### src/rtl/sram_bist_pkg.sv
// Shared types for the SRAM test vehicle: FSM state encoding and March C- element table.
// Each element is described by sweep direction, optional read-expect and optional write value.
package sram_bist_pkg;

   typedef enum logic [3:0] {
      S_IDLE, S_M0, S_M1, S_M2, S_M3, S_M4, S_M5, S_DRAIN, S_DONE
   } st_t;

   typedef struct packed {
      logic down;
      logic has_rd;
      logic rd_val;
      logic has_wr;
      logic wr_val;
   } elem_t;

   function automatic elem_t elem_cfg(st_t s);
      case (s)
         S_M0:    return '{down: 1'b0, has_rd: 1'b0, rd_val: 1'b0, has_wr: 1'b1, wr_val: 1'b0};
         S_M1:    return '{down: 1'b0, has_rd: 1'b1, rd_val: 1'b0, has_wr: 1'b1, wr_val: 1'b1};
         S_M2:    return '{down: 1'b0, has_rd: 1'b1, rd_val: 1'b1, has_wr: 1'b1, wr_val: 1'b0};
         S_M3:    return '{down: 1'b1, has_rd: 1'b1, rd_val: 1'b0, has_wr: 1'b1, wr_val: 1'b1};
         S_M4:    return '{down: 1'b1, has_rd: 1'b1, rd_val: 1'b1, has_wr: 1'b1, wr_val: 1'b0};
         S_M5:    return '{down: 1'b0, has_rd: 1'b1, rd_val: 1'b0, has_wr: 1'b0, wr_val: 1'b0};
         default: return '0;
      endcase
   endfunction

   function automatic st_t next_elem(st_t s);
      case (s)
         S_M0:    return S_M1;
         S_M1:    return S_M2;
         S_M2:    return S_M3;
         S_M3:    return S_M4;
         S_M4:    return S_M5;
         S_M5:    return S_DRAIN;
         default: return S_IDLE;
      endcase
   endfunction

   function automatic int fbit_w(int dw);
      return (dw > 1) ? $clog2(dw) : 1;
   endfunction

endpackage

### src/rtl/sram_bist_if.sv
// Functional, BIST-control and fault-injection signals of the SRAM test vehicle.
// master = test controller / lab bench, slave = sram_bist.
interface sram_bist_if
   import sram_bist_pkg::*;
#(
   parameter int ADDR_WIDTH = 4,
   parameter int DATA_WIDTH = 2,
   parameter int CNT_WIDTH  = 8
);
   localparam int FB_W = fbit_w(DATA_WIDTH);

   logic                  cs;
   logic                  we;
   logic [DATA_WIDTH-1:0] DataIn;
   logic [ADDR_WIDTH-1:0] Address;
   logic [DATA_WIDTH-1:0] DataOut;
   logic                  bist_start;
   logic                  bist_busy;
   logic                  bist_done;
   logic                  bist_fail;
   logic [ADDR_WIDTH-1:0] fail_addr;
   logic [CNT_WIDTH-1:0]  fail_count;
   logic                  fault_en;
   logic [ADDR_WIDTH-1:0] fault_addr;
   logic [FB_W-1:0]       fault_bit;
   logic                  fault_val;

   modport master (
      output cs, we, DataIn, Address, bist_start, fault_en, fault_addr, fault_bit, fault_val,
      input  DataOut, bist_busy, bist_done, bist_fail, fail_addr, fail_count
   );

   modport slave (
      input  cs, we, DataIn, Address, bist_start, fault_en, fault_addr, fault_bit, fault_val,
      output DataOut, bist_busy, bist_done, bist_fail, fail_addr, fail_count
   );

endinterface

### src/rtl/sram_core.sv
// Plain storage array: synchronous write, combinational read at the shared address.
// No reset on the contents; callers gate out-of-range writes.
module sram_core #(
   parameter int ADDR_WIDTH = 4,
   parameter int DATA_WIDTH = 2,
   parameter int DATA_DEPTH = 16
) (
   input  logic                  clk,
   input  logic                  wen,
   input  logic [ADDR_WIDTH-1:0] addr,
   input  logic [DATA_WIDTH-1:0] wdata,
   output logic [DATA_WIDTH-1:0] rdata
);

   logic [DATA_WIDTH-1:0] mem [DATA_DEPTH];

   always_ff @(posedge clk) begin
      if (wen) mem[addr] <= wdata;
   end

   assign rdata = mem[addr];

endmodule

### src/rtl/sram_bist.sv
// Single-port SRAM with March C- BIST and a run-time stuck-at fault injector on the read path.
// Read latency 1 cycle; BIST takes 10*DATA_DEPTH+2 cycles from the start edge, no backpressure.
module sram_bist
   import sram_bist_pkg::*;
#(
   parameter int ADDR_WIDTH = 4,
   parameter int DATA_WIDTH = 2,
   parameter int DATA_DEPTH = 16,
   parameter int CNT_WIDTH  = 8
) (
   input logic        clk,
   input logic        rst,
   sram_bist_if.slave bus
);

   localparam logic [ADDR_WIDTH-1:0] LAST  = ADDR_WIDTH'(DATA_DEPTH - 1);
   localparam logic [ADDR_WIDTH-1:0] A_ONE = ADDR_WIDTH'(1);
   localparam logic [CNT_WIDTH-1:0]  C_ONE = CNT_WIDTH'(1);

   st_t                   state, state_nxt;
   logic [ADDR_WIDTH-1:0] baddr, baddr_nxt;
   logic                  phase, phase_nxt;
   elem_t                 cfg, nxt_cfg;

   logic                  func_mode;
   logic                  addr_ok;
   logic                  mem_we;
   logic [ADDR_WIDTH-1:0] mem_addr;
   logic [DATA_WIDTH-1:0] mem_wdata;
   logic [DATA_WIDTH-1:0] mem_rdata;
   logic [DATA_WIDTH-1:0] rd_word;
   logic                  bist_rd;
   logic [DATA_WIDTH-1:0] bist_exp;
   logic [ADDR_WIDTH-1:0] end_addr;
   logic                  two_op;

   logic [DATA_WIDTH-1:0] dout_q;
   logic                  cmp_vld;
   logic [DATA_WIDTH-1:0] cmp_exp;
   logic [ADDR_WIDTH-1:0] cmp_addr;
   logic                  fail_q;
   logic [ADDR_WIDTH-1:0] fail_addr_q;
   logic [CNT_WIDTH-1:0]  fail_cnt_q;

   assign func_mode = (state == S_IDLE) || (state == S_DONE);
   assign addr_ok   = int'(bus.Address) < DATA_DEPTH;
   assign cfg       = elem_cfg(state);
   assign nxt_cfg   = elem_cfg(next_elem(state));
   assign end_addr  = cfg.down ? '0 : LAST;
   assign two_op    = cfg.has_rd && cfg.has_wr;

   sram_core #(
      .ADDR_WIDTH (ADDR_WIDTH),
      .DATA_WIDTH (DATA_WIDTH),
      .DATA_DEPTH (DATA_DEPTH)
   ) u_core (
      .clk   (clk),
      .wen   (mem_we),
      .addr  (mem_addr),
      .wdata (mem_wdata),
      .rdata (mem_rdata)
   );

   // Fault is applied to whatever address is being read this cycle, functional or BIST.
   always_comb begin
      rd_word = mem_rdata;
      if (bus.fault_en && (mem_addr == bus.fault_addr)) rd_word[bus.fault_bit] = bus.fault_val;
   end

   always_ff @(posedge clk) begin
      if (rst) begin
         state <= S_IDLE;
         baddr <= '0;
         phase <= 1'b0;
      end else begin
         state <= state_nxt;
         baddr <= baddr_nxt;
         phase <= phase_nxt;
      end
   end

   always_comb begin
      state_nxt = state;
      baddr_nxt = baddr;
      phase_nxt = phase;
      mem_we    = 1'b0;
      mem_addr  = bus.Address;
      mem_wdata = bus.DataIn;
      bist_rd   = 1'b0;
      bist_exp  = '0;
      case (state)
         S_IDLE, S_DONE: begin
            mem_we = !bus.cs && !bus.we && addr_ok;
            if (bus.bist_start) begin
               state_nxt = S_M0;
               baddr_nxt = '0;
               phase_nxt = 1'b0;
            end
         end
         S_DRAIN: state_nxt = S_DONE;
         default: begin
            mem_addr = baddr;
            if (cfg.has_rd && !phase) begin
               bist_rd  = 1'b1;
               bist_exp = {DATA_WIDTH{cfg.rd_val}};
            end else begin
               mem_we    = 1'b1;
               mem_wdata = {DATA_WIDTH{cfg.wr_val}};
            end
            if (two_op) phase_nxt = !phase;
            // Address advances only once every operation of the element is done at it.
            if (!two_op || phase) begin
               if (baddr == end_addr) begin
                  state_nxt = next_elem(state);
                  baddr_nxt = nxt_cfg.down ? LAST : '0;
               end else begin
                  baddr_nxt = cfg.down ? baddr - A_ONE : baddr + A_ONE;
               end
            end
         end
      endcase
   end

   always_ff @(posedge clk) begin
      if (rst) begin
         dout_q      <= '0;
         cmp_vld     <= 1'b0;
         cmp_exp     <= '0;
         cmp_addr    <= '0;
         fail_q      <= 1'b0;
         fail_addr_q <= '0;
         fail_cnt_q  <= '0;
      end else begin
         cmp_vld  <= bist_rd;
         cmp_exp  <= bist_exp;
         cmp_addr <= baddr;
         if (bist_rd) begin
            dout_q <= rd_word;
         end else if (func_mode && !bus.cs && bus.we) begin
            dout_q <= addr_ok ? rd_word : '0;
         end
         if (func_mode && bus.bist_start) begin
            fail_q      <= 1'b0;
            fail_addr_q <= '0;
            fail_cnt_q  <= '0;
         end else if (cmp_vld && (dout_q != cmp_exp)) begin
            fail_q <= 1'b1;
            if (!fail_q) fail_addr_q <= cmp_addr;
            if (fail_cnt_q != '1) fail_cnt_q <= fail_cnt_q + C_ONE;
         end
      end
   end

   assign bus.DataOut    = dout_q;
   assign bus.bist_busy  = !func_mode;
   assign bus.bist_done  = (state == S_DONE);
   assign bus.bist_fail  = fail_q;
   assign bus.fail_addr  = fail_addr_q;
   assign bus.fail_count = fail_cnt_q;

endmodule

### src/flat_wrapper.sv
// flat-port wrapper written by rule: the top's interface ports become plain ports
module sram_bist_flat import sram_bist_pkg::*;
#(
   parameter int ADDR_WIDTH = 4,
   parameter int DATA_WIDTH = 2,
   parameter int DATA_DEPTH = 16,
   parameter int CNT_WIDTH  = 8
)
  (clk, rst, bus_cs, bus_we, bus_DataIn, bus_Address, bus_bist_start, bus_fault_en, bus_fault_addr, bus_fault_bit, bus_fault_val, bus_DataOut, bus_bist_busy, bus_bist_done, bus_bist_fail, bus_fail_addr, bus_fail_count);
  sram_bist_if #(.ADDR_WIDTH(ADDR_WIDTH), .DATA_WIDTH(DATA_WIDTH), .CNT_WIDTH(CNT_WIDTH)) bus_i ();
  input logic clk;
  input logic rst;
  input wire logic [$bits(bus_i.cs)-1:0] bus_cs;
  input wire logic [$bits(bus_i.we)-1:0] bus_we;
  input wire logic [$bits(bus_i.DataIn)-1:0] bus_DataIn;
  input wire logic [$bits(bus_i.Address)-1:0] bus_Address;
  input wire logic [$bits(bus_i.bist_start)-1:0] bus_bist_start;
  input wire logic [$bits(bus_i.fault_en)-1:0] bus_fault_en;
  input wire logic [$bits(bus_i.fault_addr)-1:0] bus_fault_addr;
  input wire logic [$bits(bus_i.fault_bit)-1:0] bus_fault_bit;
  input wire logic [$bits(bus_i.fault_val)-1:0] bus_fault_val;
  output wire logic [$bits(bus_i.DataOut)-1:0] bus_DataOut;
  output wire logic [$bits(bus_i.bist_busy)-1:0] bus_bist_busy;
  output wire logic [$bits(bus_i.bist_done)-1:0] bus_bist_done;
  output wire logic [$bits(bus_i.bist_fail)-1:0] bus_bist_fail;
  output wire logic [$bits(bus_i.fail_addr)-1:0] bus_fail_addr;
  output wire logic [$bits(bus_i.fail_count)-1:0] bus_fail_count;
  assign bus_i.cs = bus_cs;
  assign bus_i.we = bus_we;
  assign bus_i.DataIn = bus_DataIn;
  assign bus_i.Address = bus_Address;
  assign bus_i.bist_start = bus_bist_start;
  assign bus_i.fault_en = bus_fault_en;
  assign bus_i.fault_addr = bus_fault_addr;
  assign bus_i.fault_bit = bus_fault_bit;
  assign bus_i.fault_val = bus_fault_val;
  assign bus_DataOut = bus_i.DataOut;
  assign bus_bist_busy = bus_i.bist_busy;
  assign bus_bist_done = bus_i.bist_done;
  assign bus_bist_fail = bus_i.bist_fail;
  assign bus_fail_addr = bus_i.fail_addr;
  assign bus_fail_count = bus_i.fail_count;
  sram_bist #(.ADDR_WIDTH(ADDR_WIDTH), .DATA_WIDTH(DATA_WIDTH), .DATA_DEPTH(DATA_DEPTH), .CNT_WIDTH(CNT_WIDTH)) u_core (.clk(clk), .rst(rst), .bus(bus_i));
endmodule
### config.mk
export PLATFORM = sky130hd
export DESIGN_NAME = sram_bist_flat
export DESIGN_NICKNAME = d
export VERILOG_FILES = /design/src/rtl/sram_bist_pkg.sv /design/src/rtl/sram_bist_if.sv /design/src/rtl/sram_core.sv /design/src/rtl/sram_bist.sv /design/src/flat_wrapper.sv
export SDC_FILE = /design/constraint.sdc
export NUM_CORES = 1
export LEC_CHECK = 0
export CORE_MARGIN = 3
export CORE_UTILIZATION = 49
export CTS_BUF_LIST = sky130_fd_sc_hd__clkbuf_4 sky130_fd_sc_hd__clkbuf_8
export DETAILED_ROUTE_END_ITERATION = 12
export PLACE_DENSITY = 0.79
export SETUP_SLACK_MARGIN = 0.5
export SLEW_MARGIN = 25
export SYNTH_ARGS = -nofsm -noshare
export SYNTH_HDL_FRONTEND = slang
export SYNTH_HIERARCHICAL = 1
export SYNTH_SLANG_ARGS = --single-unit
### constraint.sdc
create_clock -name clk -period 3.1 [get_ports clk]
set_clock_uncertainty 0.1 [all_clocks]
set_input_delay 0.62 -clock clk [delete_from_list [all_inputs] [get_ports clk]]
set_output_delay 0.62 -clock clk [all_outputs]
set_load 0.03 [all_outputs]
## Word level (Yosys, flattened, before mapping)

Memories as Yosys holds them, arrays and structs flattened.
Cells that the tools add are included.

- Input port bits: 18
- Memory bits (writable): 32
- Output and inout bits: 17
- Register bits after elaboration: 30
- Memory bits (read-only): 0
- Latch bits: 0
- Memories: 1

Memory list:

| memory | depth | width | read ports | clocked after memory_dff | wr ports | RTL line | source |
|---|---|---|---|---|---|---|---|
| u_core.u_core.mem | 16 | 2 | 1 | 0 | 1 | sram_core.sv:15 | `logic [DATA_WIDTH-1:0] mem [DATA_DEPTH];` |

- Shifts and indexed selects: 0
- Multiplexer cells: 32
- Reduce and logical (&&, ||, !) cells: 31
- $mul: 0
- Magnitude comparators: 2
- Bitwise gates (word level): 3
- Div/mod/pow operators: 0
- Add/subtract/negate cells: 3
- Equal/unequal tests: 19

Operators by type and width:

| cell | number |
|---|---|
| $pmux W5 S6 | 2 |
| $mux W4 | 10 |
| $eq A4 B3 Y1 const B | 7 |
| $pmux W3 S6 | 1 |
| $eq A4 B2 Y1 const B | 4 |
| $pmux W4 S2 | 2 |
| $mux W2 | 5 |
| $logic_and A1 B1 Y1 | 9 |
| $reduce_and A3 Y1 | 3 |
| $add A8 B1 Y8 const B | 1 |
| $eq A4 B1 Y1 const B | 2 |
| $eq A4 B4 Y1 | 2 |
| $mux W1 | 8 |
| $ne A8 B8 Y1 const B | 1 |
| $reduce_bool A2 Y1 | 3 |
| $reduce_bool A3 Y1 | 2 |
| $logic_not A1 Y1 | 5 |
| $reduce_or A5 Y1 | 1 |
| $add A4 B1 Y4 const B | 1 |
| $eq A4 B4 Y1 const B | 1 |
| $logic_not A4 Y1 | 1 |
| $pmux W1 S2 | 2 |
| $reduce_and A2 Y1 | 2 |
| $reduce_or A2 Y1 | 2 |
| 10 further kinds | 13 |

## Logic depth before layout (Yosys ltp)

Gate-level depths: netlist of run 1.

- Depth in word-level cells: 8
- Depth in mapped cells: 14
- Gate-level depth less buffers: 10

## By module

Netlist of run 1, hierarchy kept.

By module, submodules not included:

| module | times used | cells an instance | area an instance (µm²) | seq. area each (µm²) |
|---|---|---|---|---|
| sram_bist | 1 | 223 | 1861.8 | 600.6 |
| sram_core | 1 | 78 | 1356.3 | 960.9 |

## Least setup slack after synthesis of run 1

No wires, ideal clock.

- Kind: register to register
- Start: register u_core.state[1]
- End: memory u_core.u_core.mem[0][0] (enable)
- Stages on the path, launching flop included: 8
- Library setup time: 0.329 ns
- Slack: 0.376 ns
- Buffers on the path: 1
- Period minus slack after synthesis: 2.724 ns
- Data arrival time: 2.296 ns
- Path through: dfxtp_1 -> buf_6 -> nor3_2 -> inv_1 -> nand2_1 -> mux2_2 -> or3b_2 -> nor3_1

- Elaborated cells between the ends (all ways): 18

RTL lines:

| element | RTL line | source |
|---|---|---|
| start: declaration | sram_bist.sv:20 | `st_t state, state_nxt;` |
| start signal: assignment | sram_bist.sv:76 | `state <= state_nxt;` |
| $eq A4 B4 Y1, or another cell as far along | sram_bist.sv:91 | `case (state)` |
| $reduce_or A3 Y1 (no source line) (*) | - |  |
| $mux W4 (*) | sram_bist.sv:91 |  |
| named net u_core.mem_addr[2] | sram_bist.sv:28 | `logic [ADDR_WIDTH-1:0] mem_addr;` |
| end: declaration | sram_core.sv:15 |  |

Mark *: on every way through the listed nets, which the timed path passes. The rest lies on a longest branch.

## Final worst setup path of run 1

- Start: register u_core.state[0]
- End: register u_core.dout_q[0] (netlist: u_core/bus.DataOut[0])

- Word-level cells in the longest chain between the ends: 8
- Elaborated cells between the ends (all ways): 26

RTL lines:

| element | RTL line | source |
|---|---|---|
| $eq A4 B4 Y1, or another cell as far along | sram_bist.sv:91 |  |
| $reduce_or A3 Y1 (no source line) (*) | - |  |
| $mux W4 (*) | sram_bist.sv:91 |  |
| named net u_core.mem_addr[1] | sram_bist.sv:28 |  |
| $mem_v2 Z16 W2 (*) | - |  |
| named net u_core.mem_rdata[0] | sram_bist.sv:30 | `logic [DATA_WIDTH-1:0] mem_rdata;` |
| $bwmux W2 | sram_bist.sv:67 | `if (bus.fault_en && (mem_addr == bus.fault_addr)) rd_word[bus.fault_bit] = bus.fault_val;` |
| $mux W2 (*) | sram_bist.sv:67 |  |
| $mux W2 | sram_bist.sv:139 | `end else if (func_mode && !bus.cs && bus.we) begin` |
| $mux W2 (*) | sram_bist.sv:137 | `if (bist_rd) begin` |
| end signal: assignment | sram_bist.sv:138 | `dout_q <= rd_word;` |
| end signal: assignment | sram_bist.sv:140 | `dout_q <= addr_ok ? rd_word : '0;` |
| end: declaration | sram_bist.sv:37 | `logic [DATA_WIDTH-1:0] dout_q;` |

Mark *: on every way through the listed nets, which the timed path passes. The rest lies on a longest branch. The select of a mux whose other input is x is not followed.
A chain may end at the register's enable or synchronous reset.

==> impl_summary.log, run 1 <==
INFO  metric outcome = completed
INFO  metric placeableCoreArea = 6130 sq um
INFO  metric floorplan.die.width = 87.0 um
INFO  metric maxSlewViolCount = 0
INFO  metric cts.sink_count = 62
INFO  metric yosys.cell_types.count = 57
INFO  metric cp.depth = 11
INFO  metric gr-usage-met3 = 5.20%
INFO  metric grtUsageTotal = 20.0%
INFO  metric drive_above_1_share = 20.3%
INFO  metric global_route.usage.met2 = 32.4%
INFO  metric detailedPlace.worstSlack = -0.143 ns
INFO  metric pwr-share-comb = 44.7%
INFO  metric postSynthNetCount = 323
INFO  metric worst-r2r-cell-count = 11
INFO  metric p_per_area = 834 nW/um^2
INFO  metric cts_max_level = 3
INFO  metric instances_no_fill = 435
INFO  metric antenna-diode-count = 0
INFO  metric critical_path.startpoint_type = flop
INFO  metric globalRoute.totalOverflow = 0
INFO  metric design_power_total = 3.38 mW
INFO  metric postRouteWirelength = 7300 um
INFO  metric drt-initial-drc-count = 196
INFO  metric post_synthesis_to_final_layout_area_growth = 26.0%
INFO  metric later_pin_clock_latency_in_the_skew_report = 0.34 ns
INFO  metric die_area = 7580 sq um
INFO  metric async_flop_share = 0%
INFO  metric setup_slack = 0.495 ns
INFO  metric grt_util_met1 = 26.2%
INFO  metric port_buffers = 34
INFO  metric clkPwrFrac = 23.2%
INFO  metric seq_power_share = 32.1%
INFO  metric vias_per_cell = 5.78
INFO  metric cts_made_buffers = 9
INFO  metric global_route.peak_usage_layer = met2
INFO  metric clk_tree_root_cell = clkbuf_8
INFO  metric tritoncts = done
INFO  metric ant_nets = 0
INFO  metric number_of_iterations_in_the_first_detailed_routing_pass = 6
INFO  metric max-slew-margin-rel = 72.3%
INFO  metric route.detailed.wl_per_inst = 16.8 um
INFO  metric synth_instances = 301
INFO  metric clk_path_buf_depth = 2
INFO  metric cts_hold_buffers = 0
INFO  metric timing.final.setup_violations = 0
INFO  metric critPathKind = flop to flop
INFO  metric drcViolationCount = 0
INFO  metric critical-path-max-stage-delay = 0.37 ns
INFO  metric path_delay_family = multiplexers
INFO  metric fillers = 466
INFO  metric fmax = 0.384 GHz
INFO  metric tightest_slew = 0.414 ns
INFO  metric worstPathMaxFanout = 16
INFO  metric via_count = 2,514
INFO  metric row_count = 28
INFO  metric period_share = 84.0%
INFO  metric pin_count_of_the_biggest_net_entering_global_routing = 18
INFO  metric power.static_leakage = 1.49 nW
INFO  metric vdd.ir_drop.worst = 0.482 mV
INFO  metric total_switching_power = 1.21 mW
INFO  metric total_buffers_and_inverters_traversed_by_the_critical_path = 2
INFO  metric dpl.hpwl = 4970 um
INFO  metric sw_frac_of_total = 35.6%
INFO  metric syn_avg_cell_area = 10.7 sq um
INFO  metric yosysTopAreaCell = edfxtp_1
INFO  metric rsz_0062_raised_after_global_routing = true
INFO  metric gp_congestion = 0.830
INFO  metric grt_first_pass_wirelength = 11,600 um
INFO  metric placed_cells = 411
INFO  metric proportion_of_synthesized_chip_area_in_sequential_cells = 48.5%
INFO  metric die_height = 87.0 um
INFO  metric nNetsFinal = 377
INFO  metric synth_warnings = 6
INFO  metric hold_viol_final = 0
INFO  metric cp-end-kind = flop
INFO  metric hold_path_depth = 2
INFO  metric maxCapViolations = 0
INFO  metric yosysTopAreaCellShare = 29.9%
INFO  metric cp_slowest_cell = dfxtp_4
INFO  metric start_util = 52.5%
INFO  metric critical_path_arrival = 2.74 ns
INFO  metric synth_enable_flop_cells = 32
INFO  metric synth_flop_cell = edfxtp_1
INFO  metric antenna_found_initial = 0
INFO  metric path_cells = buf_4, nor3b_1, a211o_1, nor2_2, buf_12, mux4_2, a22oi_2, nand3_1, mux2i_1, nor2_1, mux2_4
INFO  metric cts.reportedPaths.clkPinSlew = 0.07 ns
INFO  metric layout_min_cycle_time = 2.61 ns
INFO  metric post_synth_main_area_contributors = edfxtp_1 (30%), dfxtp_1 (19%), nor2_1 (4.7%), mux4_2 (3.5%), mux2i_1 (2.8%)
INFO  metric p_int = 2.18 mW
INFO  metric synth_seq_cells = 62
INFO  metric post_synth_instance_area = 3220 sq um
INFO  metric ports = 35
INFO  metric grt_pass1_vias = 2,419
INFO  metric kind_of_path_behind_the_tightest_hold_check = flop to flop
INFO  metric cp.required = 3.23 ns
==> cell usage in the layout, fill, tap and decap left out, types with 8 or more instances in the layout <==
cell type	instances
nand3_1	13
clkbuf_8	9
clkdlybuf4s50_1	31
o21ai_0	12
nand2_1	20
mux2i_1	9
nor2b_1	8
a21oi_1	12
nor2_1	39
edfxtp_1	32
buf_4	19
dfxtp_1	26
xnor2_1	8
==> state kept, by name (all words and copies together) (netlist names), 2 cells and up <==
register               cells
u_core/u_core/mem         32
u_core/baddr               4
u_core/cmp_addr            4
u_core/bus.DataOut         2
u_core/bus.fail_count      8
u_core/bus.fail_addr       4
u_core/state               4
==> metal layers <==
layer / up-vias / part of all wire, %
li1: 1205 / -
met1: 1201 / 44
met2: 96 / 48
met3: 12 / 7.3
met4: 0 / 1.3
met5: - / 0
==> cell type report <==
cell class	instances	area (sq um)	share of cell area [%]
multi-input combinational	216	1550	38.2
tap	75	93.8	2.31
clock buffer	9	124	3.05
inverter	7	26.3	0.648
timing repair buffer	59	592	14.6
clock inverter	7	98.8	2.44
sequential	62	1570	38.8
==> worst min-delay path: stages (launching register included) <==
cell and delay [ns]:
dfxtp_1 0.32, inv_1 0.05, a21oi_1 0.05
==> final timing paths <==
check / startpoint / end / slack [ns]
max: u_core/state[0]$_SDFFE_PP0P_ / u_core/bus.DataOut[0]$_SDFFE_PP0P_ / 0.49
min: u_core/bus.bist_fail$_SDFFE_PP0P_ / u_core/bus.bist_fail$_SDFFE_PP0P_ / 0.37
max reg2reg: u_core/state[0]$_SDFFE_PP0P_ / u_core/bus.DataOut[0]$_SDFFE_PP0P_ / 0.49
min reg2reg: u_core/bus.bist_fail$_SDFFE_PP0P_ / u_core/bus.bist_fail$_SDFFE_PP0P_ / 0.37
==> repair_timing <==
action                     in CTS  in global routing
gates cloned                    0                  1
setup buffers                   4                  3
hold endpoints to repair        0                  0
gates resized for setup        10                 14
pin swaps                       5                  5
setup endpoints to repair      12                 14
==> metrics by stage <==
| stage | instance area (sq um) | TNS, ns | utilization [%] | hold slack, ns |
|---|---|---|---|---|
| after floorplan | 3220 | 0 | - | 0.340 |
| after global placement | 3700 | -0.199 | 60.3 | 0.346 |
| after detailed placement | 3700 | -0.270 | 60.3 | 0.356 |
| after CTS | 3960 | 0 | 64.7 | 0.367 |
| after global routing | 4060 | 0 | 66.1 | 0.384 |
| final | 4060 | 0 | 66.1 | 0.366 |
==> Yosys cell counts (all sizes together), types with 3 or more instances <==
library cell / n
clkbuf: 7
nor2: 40
nor2b: 8
nand3b: 5
ha: 3
nor3: 8
mux2: 3
a31oi: 4
and3: 5
mux4: 8
o21ai: 13
mux2i: 9
nand2: 22
a21oi: 15
xor2: 6
buf: 9
xnor2: 8
nand3: 13
edfxtp: 32
nand2b: 3
inv: 7
nor4: 3
or3: 3
dfxtp: 30
nor3b: 7
==> power by group through the flow <==
stage	clock network (mW)	registers, mW	logic [mW]
2_1_floorplan	0	1.09	0.973
3_3_place_gp	0	1.09	1.34
3_5_place_dp	0	1.10	1.38
4_1_cts	0.799	1.08	1.42
5_1_grt	0.834	1.10	1.63
6_report	0.785	1.09	1.51
==> logic make-up after synthesis <==
family,share of synthesized area (%)
buf+inv,4.08
mux,9.91
compound gates,9.60
xor+xnor,3.81
fa+ha+maj,1.79
flops,48.5
simple gates,22.3
(Power assumes the default switching activity.)
==> inputs of run 2 (changes only) <==
- PLACE_DENSITY: 0.79 -> 0.82
- clock period: 3.1 -> 2.2 ns (I/O delays scaled with it)
==> impl_summary.log, run 2 (same netlist as run 1, synthesis figures left out) <==
INFO  metric outcome = finished with violations
INFO  metric failing_checks = negative setup slack
INFO  metric sequential_cell_area = 1580 sq um (+0.40%)
INFO  metric cts_made_buffers = 9 (unchanged)
INFO  metric setup_slack = -0.460 ns (-0.955 ns)
INFO  metric cts.sink_count = 62 (unchanged)
INFO  metric fmax = 0.376 GHz (-2.1%)
INFO  metric critPathKind = flop to flop
INFO  metric cts.reportedPaths.clkPinSlew = 0.07 ns (about the same)
INFO  metric clk_path_buf_depth = 2 (unchanged)
INFO  metric drcViolationCount = 0 (unchanged)
INFO  metric reg2reg_from = u_core/state[1]$_SDFFE_PP0P_
INFO  metric largest_register_ff_count = 32 (unchanged)
INFO  metric critical_path.startpoint_type = flop
INFO  metric port_buffers = 34 (unchanged)
INFO  metric max_flop_register = u_core/u_core/mem
INFO  metric vdd.ir_drop.worst = 0.684 mV (+42%)
INFO  metric tightest_slew = 0.394 ns (-0.0203 ns)
INFO  metric fillers = 397 (-15%)
INFO  metric floorplan.die.width = 87.0 um (unchanged)
INFO  metric worst-r2r-cell-count = 11 (unchanged)
INFO  metric rr_endpoint = u_core/bus.DataOut[1]$_SDFFE_PP0P_
INFO  metric hold_slack = 0.373 ns (+0.00717 ns)
INFO  metric tritoncts = done
INFO  metric layout.cells.most_common = buf_4
INFO  metric timing.final.setup_violations = 44 (+44)
INFO  metric number_of_iterations_in_the_first_detailed_routing_pass = 4 (-2)
INFO  metric gp_congestion = 0.939 (+13%)
INFO  metric period_share = 121% (+37 points)
INFO  metric cts_hold_buffers = 0 (unchanged)
INFO  metric drt-initial-drc-count = 184 (-6.1%)
INFO  metric grt_pass1_vias = 2,724 (+13%)
INFO  metric die_height = 87.0 um (unchanged)
INFO  metric cts_max_level = 3 (unchanged)
INFO  metric die_area = 7580 sq um (unchanged)
INFO  metric dpl.hpwl = 5580 um (+12%)
INFO  metric start_util = 52.5% (unchanged)
INFO  metric clk_tree_root_cell = clkbuf_8
INFO  metric rsz_0062_raised_after_global_routing = true
INFO  metric row_count = 28 (unchanged)
INFO  metric worstSetupEndpoint = u_core/bus.DataOut[1]$_SDFFE_PP0P_
INFO  metric globalRoute.totalOverflow = 0 (unchanged)
INFO  metric via_count = 2,806 (+12%)
INFO  metric layout_min_cycle_time = 2.66 ns (+0.0546 ns)
INFO  metric multiInputGateArea = 1830 sq um (+18%)
INFO  metric drive_above_1_share = 41.3% (+21 points)
INFO  metric layout_common_cells = buf_4 (42), edfxtp_1 (32), buf_6 (23), nor2_1 (23), dfxtp_1 (23)
INFO  metric later_pin_clock_latency_in_the_skew_report = 0.35 ns (about the same)
INFO  metric hold_path_depth = 2 (unchanged)
INFO  metric nNetsFinal = 420 (+11%)
INFO  metric rrSetupSlack = -0.46 ns (-0.95 ns)
INFO  metric postRouteWirelength = 8880 um (+22%)
INFO  metric maxCapViolations = 0 (unchanged)
INFO  metric crit_path_start = u_core/state[1]$_SDFFE_PP0P_
INFO  metric hold_viol_final = 0 (unchanged)
INFO  metric post_synthesis_to_final_layout_area_growth = 44.6%
INFO  metric max-slew-margin-rel = 73.5% (+1.2 points)
INFO  metric p_per_area = 1150 nW/um^2 (+38%)
INFO  metric kind_of_path_behind_the_tightest_hold_check = flop to flop
INFO  metric critical_path_arrival = 2.79 ns (+0.05 ns)
INFO  metric maxSlewViolCount = 0 (unchanged)
INFO  metric grtUsageTotal = 23.2% (+3.1 points)
INFO  metric ports = 35 (unchanged)
INFO  metric vias_per_cell = 5.88 (+1.8%)
INFO  metric power.static_leakage = 1.79 nW (+20%)
INFO  metric antenna_found_initial = 0 (unchanged)
INFO  metric antenna-diode-count = 0 (unchanged)
INFO  metric route.detailed.wl_per_inst = 18.6 um (+11%)
INFO  metric worstPathMaxFanout = 7 (-9)
INFO  metric tns = -11.23 ns (-11.23 ns)
INFO  metric detailedPlace.worstSlack = -0.941 ns (-0.797 ns)
INFO  metric placeableCoreArea = 6130 sq um (unchanged)
INFO  metric pin_count_of_the_biggest_net_entering_global_routing = 18 (unchanged)
INFO  metric cp-end-kind = flop
INFO  metric cp.required = 2.33 ns (-0.90 ns)
INFO  metric ant_nets = 0 (unchanged)
INFO  metric grt_first_pass_wirelength = 13,300 um (+15%)
-- run 2: cell count changes in the layout (fill, tap and decap cells not counted), sizes merged --
cell	previous run	this run
buf	24	70
bufinv	2	0
clkbuf	10	14
clkdlybuf4s15	1	4
clkdlybuf4s50	31	16
dlygate4sd2	1	8
dlymetal6s2s	1	0
-- run 2: routing by layer --
metal	part of all wire, %	up-vias	track usage, %	wire length [um]
met5	0	-	0	0
met4	3.2	0	11.0	285
met3	6.0	26	4.92	534
met2	50	106	39.1	4420
met1	41	1376	28.1	3650
li1	-	1298	-	-
-- run 2: final cells by class --
type | instances | share of cell area, %
clock buffers | 10 | 2.82
clock inverters | 5 | 0.592
inverters | 7 | 0.565
multi-input cells | 216 | 39.4
flip-flops and latches | 62 | 33.9
well taps | 75 | 2.02
repair buffers | 102 | 20.7
-- run 2: worst min-delay path by stage --
stage | start | endpoint | slack (ns)
floorplan | u_core/cmp_addr[0]$_SDFF_PP0_ | u_core/bus.fail_addr[0]$_SDFFE_PP0P_ | 0.34
global placement | u_core/bus.bist_fail$_SDFFE_PP0P_ | u_core/bus.bist_fail$_SDFFE_PP0P_ | 0.35
detailed placement | u_core/bus.bist_fail$_SDFFE_PP0P_ | u_core/bus.bist_fail$_SDFFE_PP0P_ | 0.36
CTS | u_core/bus.bist_fail$_SDFFE_PP0P_ | u_core/bus.bist_fail$_SDFFE_PP0P_ | 0.38
global route | u_core/bus.bist_fail$_SDFFE_PP0P_ | u_core/bus.bist_fail$_SDFFE_PP0P_ | 0.41
finish | u_core/bus.bist_fail$_SDFFE_PP0P_ | u_core/bus.bist_fail$_SDFFE_PP0P_ | 0.37
-- run 2: power by group --
group	total [mW]	switching, mW	leakage [nW]	internal [mW]
clock network	0.837	0.432	0.0851	0.406
registers	1.53	0.101	0.537	1.43
logic	2.98	1.50	1.17	1.48
-- run 2: metrics by stage --
step | std cells | power, mW | area, sq um | util [%]
2_1_floorplan | 301 | 3.11 | 3380 | -
3_3_place_gp | 440 | 3.87 | 4070 | 66.4
3_5_place_dp | 440 | 3.93 | 4070 | 66.4
4_1_cts | 465 | 5.00 | 4440 | 72.4
5_1_grt | 477 | 5.63 | 4650 | 75.9
6_report | 477 | 5.35 | 4650 | 75.9
-- run 2: timing repair --
item | 4_1_cts | 5_1_grt
gates resized for setup | 60 | 37
pin swaps | 14 | 15
cloned | 0 | 1
endpoints found under the setup margin | 104 | 90
buffers inserted | 10 | 11
-- run 2: critical path, stage by stage, from the launching register on --
cell and delay [ns]:
dfxtp_4 0.37, buf_6 0.13, buf_8 0.13, nor2b_1 0.12
a211oi_1 0.38, and2_1 0.38, nor2_1 0.15, a22oi_2 0.19
nand3_1 0.09, mux2_4 0.27, a31oi_1 0.15, nor3_1 0.07
==> inputs of run 3 (changes only) <==
- PLACE_DENSITY: 0.82 -> 0.81
- SYNTH_HIERARCHICAL: 1 -> not set
==> impl_summary.log, run 3 <==
INFO  metric die_area = 7670 sq um (+1.3%)
INFO  metric ports = 35 (unchanged)
INFO  metric globalRoute.totalOverflow = 0 (unchanged)
INFO  metric maxSlewViolCount = 0 (unchanged)
INFO  metric route.detailed.wl_per_inst = 27.4 um (+47%)
INFO  metric cp-end-kind = flop
INFO  metric row_count = 29 (+3.6%)
INFO  metric async_flop_share = 0% (unchanged)
INFO  metric rrSetupSlack = -0.41 ns (+0.05 ns)
INFO  metric vias_per_cell = 6.96 (+18%)
INFO  metric cts.sink_count = 62 (unchanged)
INFO  metric tritoncts = done
INFO  metric synth_instances = 332 (+10%)
INFO  metric largest_register_ff_count = 32 (unchanged)
INFO  metric max-slew-margin-rel = 62.2% (-11 points)
INFO  metric kind_of_path_behind_the_tightest_hold_check = flop to flop
INFO  metric later_pin_clock_latency_in_the_skew_report = 0.36 ns (about the same)
INFO  metric number_of_iterations_in_the_first_detailed_routing_pass = 5 (+1)
INFO  metric yosys.cell_types.count = 60 (+5.3%)
INFO  metric drcViolationCount = 0 (unchanged)
INFO  metric whs_endpoint = u_core.bus.fail_addr[0]$_SDFFE_PP0P_
INFO  metric cts_max_level = 3 (unchanged)
INFO  metric power.static_leakage = 2.11 nW (+18%)
INFO  metric cp.required = 2.38 ns (+0.05 ns)
INFO  metric outcome = finished with violations
INFO  metric grt_first_pass_wirelength = 16,200 um (+22%)
INFO  metric yosys.area_share.adder = 1.76% (-0.024 points)
INFO  metric grt_pass1_vias = 3,300 (+21%)
INFO  metric main_combinational_cell_family_by_area_after_synthesis = simple AND/OR/NAND/NOR gates
INFO  metric via_count = 3,745 (+33%)
INFO  metric hold_slack = 0.439 ns (+0.0659 ns)
INFO  metric hold_viol_final = 0 (unchanged)
INFO  metric synth_flop_cell = edfxtp_1
INFO  metric maxCapViolations = 0 (unchanged)
INFO  metric drt-initial-drc-count = 500 (+170%)
INFO  metric failing_checks = negative setup slack
INFO  metric layout_common_cells = buf_4 (59), buf_6 (35), edfxtp_1 (32), nor2_1 (26), dfxtp_1 (20)
INFO  metric grtUsageTotal = 27.7% (+4.6 points)
INFO  metric layout_min_cycle_time = 2.61 ns (-0.0482 ns)
INFO  metric timing.hold.worst.start = u_core.cmp_addr[0]$_SDFF_PP0_
INFO  metric tns = -6.19 ns (+5.04 ns)
INFO  metric period_share = 119% (-2.2 points)
INFO  metric yosys-mux-area-fraction = 6.29% (-3.6 points)
INFO  metric ant_nets = 0 (unchanged)
INFO  metric floorplan.die.width = 87.6 um (+0.63%)
INFO  metric post_synth_instance_area = 3260 sq um (+1.4%)
INFO  metric syn_avg_cell_area = 9.82 sq um (-8.1%)
INFO  metric tightest_slew = 0.563 ns (+0.169 ns)
INFO  metric reg2reg_from = u_core.state[3]$_SDFFE_PP0P_
INFO  metric antenna_found_initial = 0 (unchanged)
INFO  metric gp_congestion = 0.884 (-5.8%)
INFO  metric dpl.hpwl = 5720 um (+2.5%)
INFO  metric synth_enable_flop_cells = 32 (unchanged)
INFO  metric rsz_0062_raised_after_global_routing = true
INFO  metric drive_above_1_share = 51.1% (+9.8 points)
INFO  metric proportion_of_synthesized_chip_area_in_sequential_cells = 47.9% (-0.65 points)
INFO  metric post_synthesis_to_final_layout_area_growth = 66.0%
INFO  metric postRouteWirelength = 14,700 um (+66%)
INFO  metric max_flop_register = u_core.u_core.mem
INFO  metric post_synth_main_area_contributors = edfxtp_1 (29%), dfxtp_1 (18%), nor2_1 (5.4%), mux2i_1 (4.9%), nand2_1 (2.9%)
INFO  metric synth_warnings = 0 (-6)
INFO  metric clk_tree_root_cell = clkbuf_8
INFO  metric hold_path_depth = 2 (unchanged)
INFO  metric critical_path.startpoint_type = flop
INFO  metric yosysTopAreaCell = edfxtp_1
INFO  metric synth_compound_area_share = 15.8% (+6.2 points)
INFO  metric most_common_cell_in_the_netlist = nor2_1
INFO  metric postSynthNetCount = 354 (+9.6%)
INFO  metric setup_slack = -0.411 ns (+0.0482 ns)
INFO  metric layout.cells.most_common = buf_4
INFO  metric critPathKind = flop to flop
INFO  metric yosysTopAreaCellShare = 29.5% (-0.40 points)
INFO  metric start_util = 51.1% (-1.4 points)
INFO  metric nNetsFinal = 477 (+14%)
INFO  metric synthXorXnorAreaFrac = 2.95% (-0.86 points)
INFO  metric ys_top_cells_by_count = nor2_1 (47), edfxtp_1 (32), dfxtp_1 (30)
INFO  metric clk_path_buf_depth = 2 (unchanged)
INFO  metric worst-r2r-cell-count = 9 (-2)
INFO  metric cts_hold_buffers = 0 (unchanged)
INFO  metric placeableCoreArea = 6390 sq um (+4.2%)
INFO  metric placed_cells = 479 (+8.9%)
INFO  metric synth_seq_cells = 62 (unchanged)
INFO  metric worstPathMaxFanout = 4 (-3)
INFO  metric vdd.ir_drop.worst = 1.17 mV (+71%)
INFO  metric rr_endpoint = u_core.bus.DataOut[0]$_SDFFE_PP0P_
INFO  metric die_height = 87.6 um (+0.63%)
INFO  metric critical_path_arrival = 2.79 ns (about the same)
INFO  metric pin_count_of_the_biggest_net_entering_global_routing = 17 (-1)
INFO  metric instances_no_fill = 538 (+13%)
INFO  metric synth_simple_gate_area_share = 20.8% (-1.5 points)
INFO  metric cts.reportedPaths.clkPinSlew = 0.09 ns (+0.02 ns)
INFO  metric timing.final.setup_violations = 41 (-6.8%)
INFO  metric port_buffers = 34 (unchanged)
INFO  metric p_per_area = 1550 nW/um^2 (+35%)
INFO  metric fmax = 0.383 GHz (+1.8%)
INFO  metric cts_made_buffers = 9 (unchanged)
[run 3: metal layers]
metal / global-route usage [%] / part of all wire (%) / vias up
met2: 46.7 / 45 / 391
li1: - / - / 1474
met3: 7.24 / 12 / 138
met1: 33.1 / 34 / 1742
met5: 0 / 0 / -
met4: 12.7 / 8.1 / 0
[run 3: worst max-delay path, stage by stage, from the launching register on]
cell	delay, ns
dfxtp_4	0.37
nand3b_1	0.18
buf_4	0.18
a311oi_2	0.38
nand3_1	0.21
a2111oi_2	0.52
buf_4	0.20
a221oi_2	0.04
o21a_1	0.13
a221oi_2	0.22
[run 3: per-stage QoR]
stage	power (mW)	util (%)	instance area, sq um	worst slack [ns]
2_1_floorplan	3.54	-	3430	-0.0515
3_3_place_gp	4.47	64.8	4140	-0.515
3_5_place_dp	4.56	64.8	4140	-0.601
4_1_cts	6.45	73.7	4710	-0.141
5_1_grt	8.59	84.7	5410	-0.482
6_report	8.40	84.8	5410	-0.411
[run 3: repair_timing]
action	CTS	global route
gates cloned	0	2
endpoints found under the hold margin	0	0
pin swaps	19	41
gates resized for setup	91	112
buffers inserted	11	29
endpoints found under the setup margin	94	93
[run 3: logic make-up (layout without fill, tap and decap cells)]
logic type | count (synthesis) | in the layout
compound gates | 71 | 71
mux | 20 | 20
other cells | 0 | 1
buf+inv | 30 | 158
fa+ha+maj | 4 | 4
xor+xnor | 11 | 11
simple gates | 134 | 134
flops | 62 | 62
[run 3: layout make-up]
class                   count  area [sq um]
inverters                  10          40.0
well taps                  77          96.3
fillers                   255           972
repair buffers            132          1240
diodes                      1          2.50
multi-input cells         240          2240
clock inverters             5          73.8
flip-flops and latches     62          1580
clock buffers              11           139
[run 3: where the power goes]
| part | leakage [nW] | internal (mW) | switching (mW) |
|---|---|---|---|
| Sequential | 0.540 | 1.52 | 0.132 |
| Combinational | 1.45 | 2.49 | 3.09 |
| Clock | 0.112 | 0.657 | 0.522 |
[run 3: how the worst max path moves through the flow]
stage,from,to
after CTS,u_core.state[0]$_SDFFE_PP0P_,u_core.bus.DataOut[1]$_SDFFE_PP0P_
final,u_core.state[3]$_SDFFE_PP0P_,u_core.bus.DataOut[0]$_SDFFE_PP0P_
after detailed placement,bus_Address[0],u_core.bus.DataOut[1]$_SDFFE_PP0P_
after global placement,bus_Address[0],u_core.bus.DataOut[1]$_SDFFE_PP0P_
after floorplan,u_core.state[2]$_SDFFE_PP0P_,u_core.bus.DataOut[1]$_SDFFE_PP0P_
after global routing,u_core.state[2]$_SDFFE_PP0P_,u_core.bus.DataOut[0]$_SDFFE_PP0P_
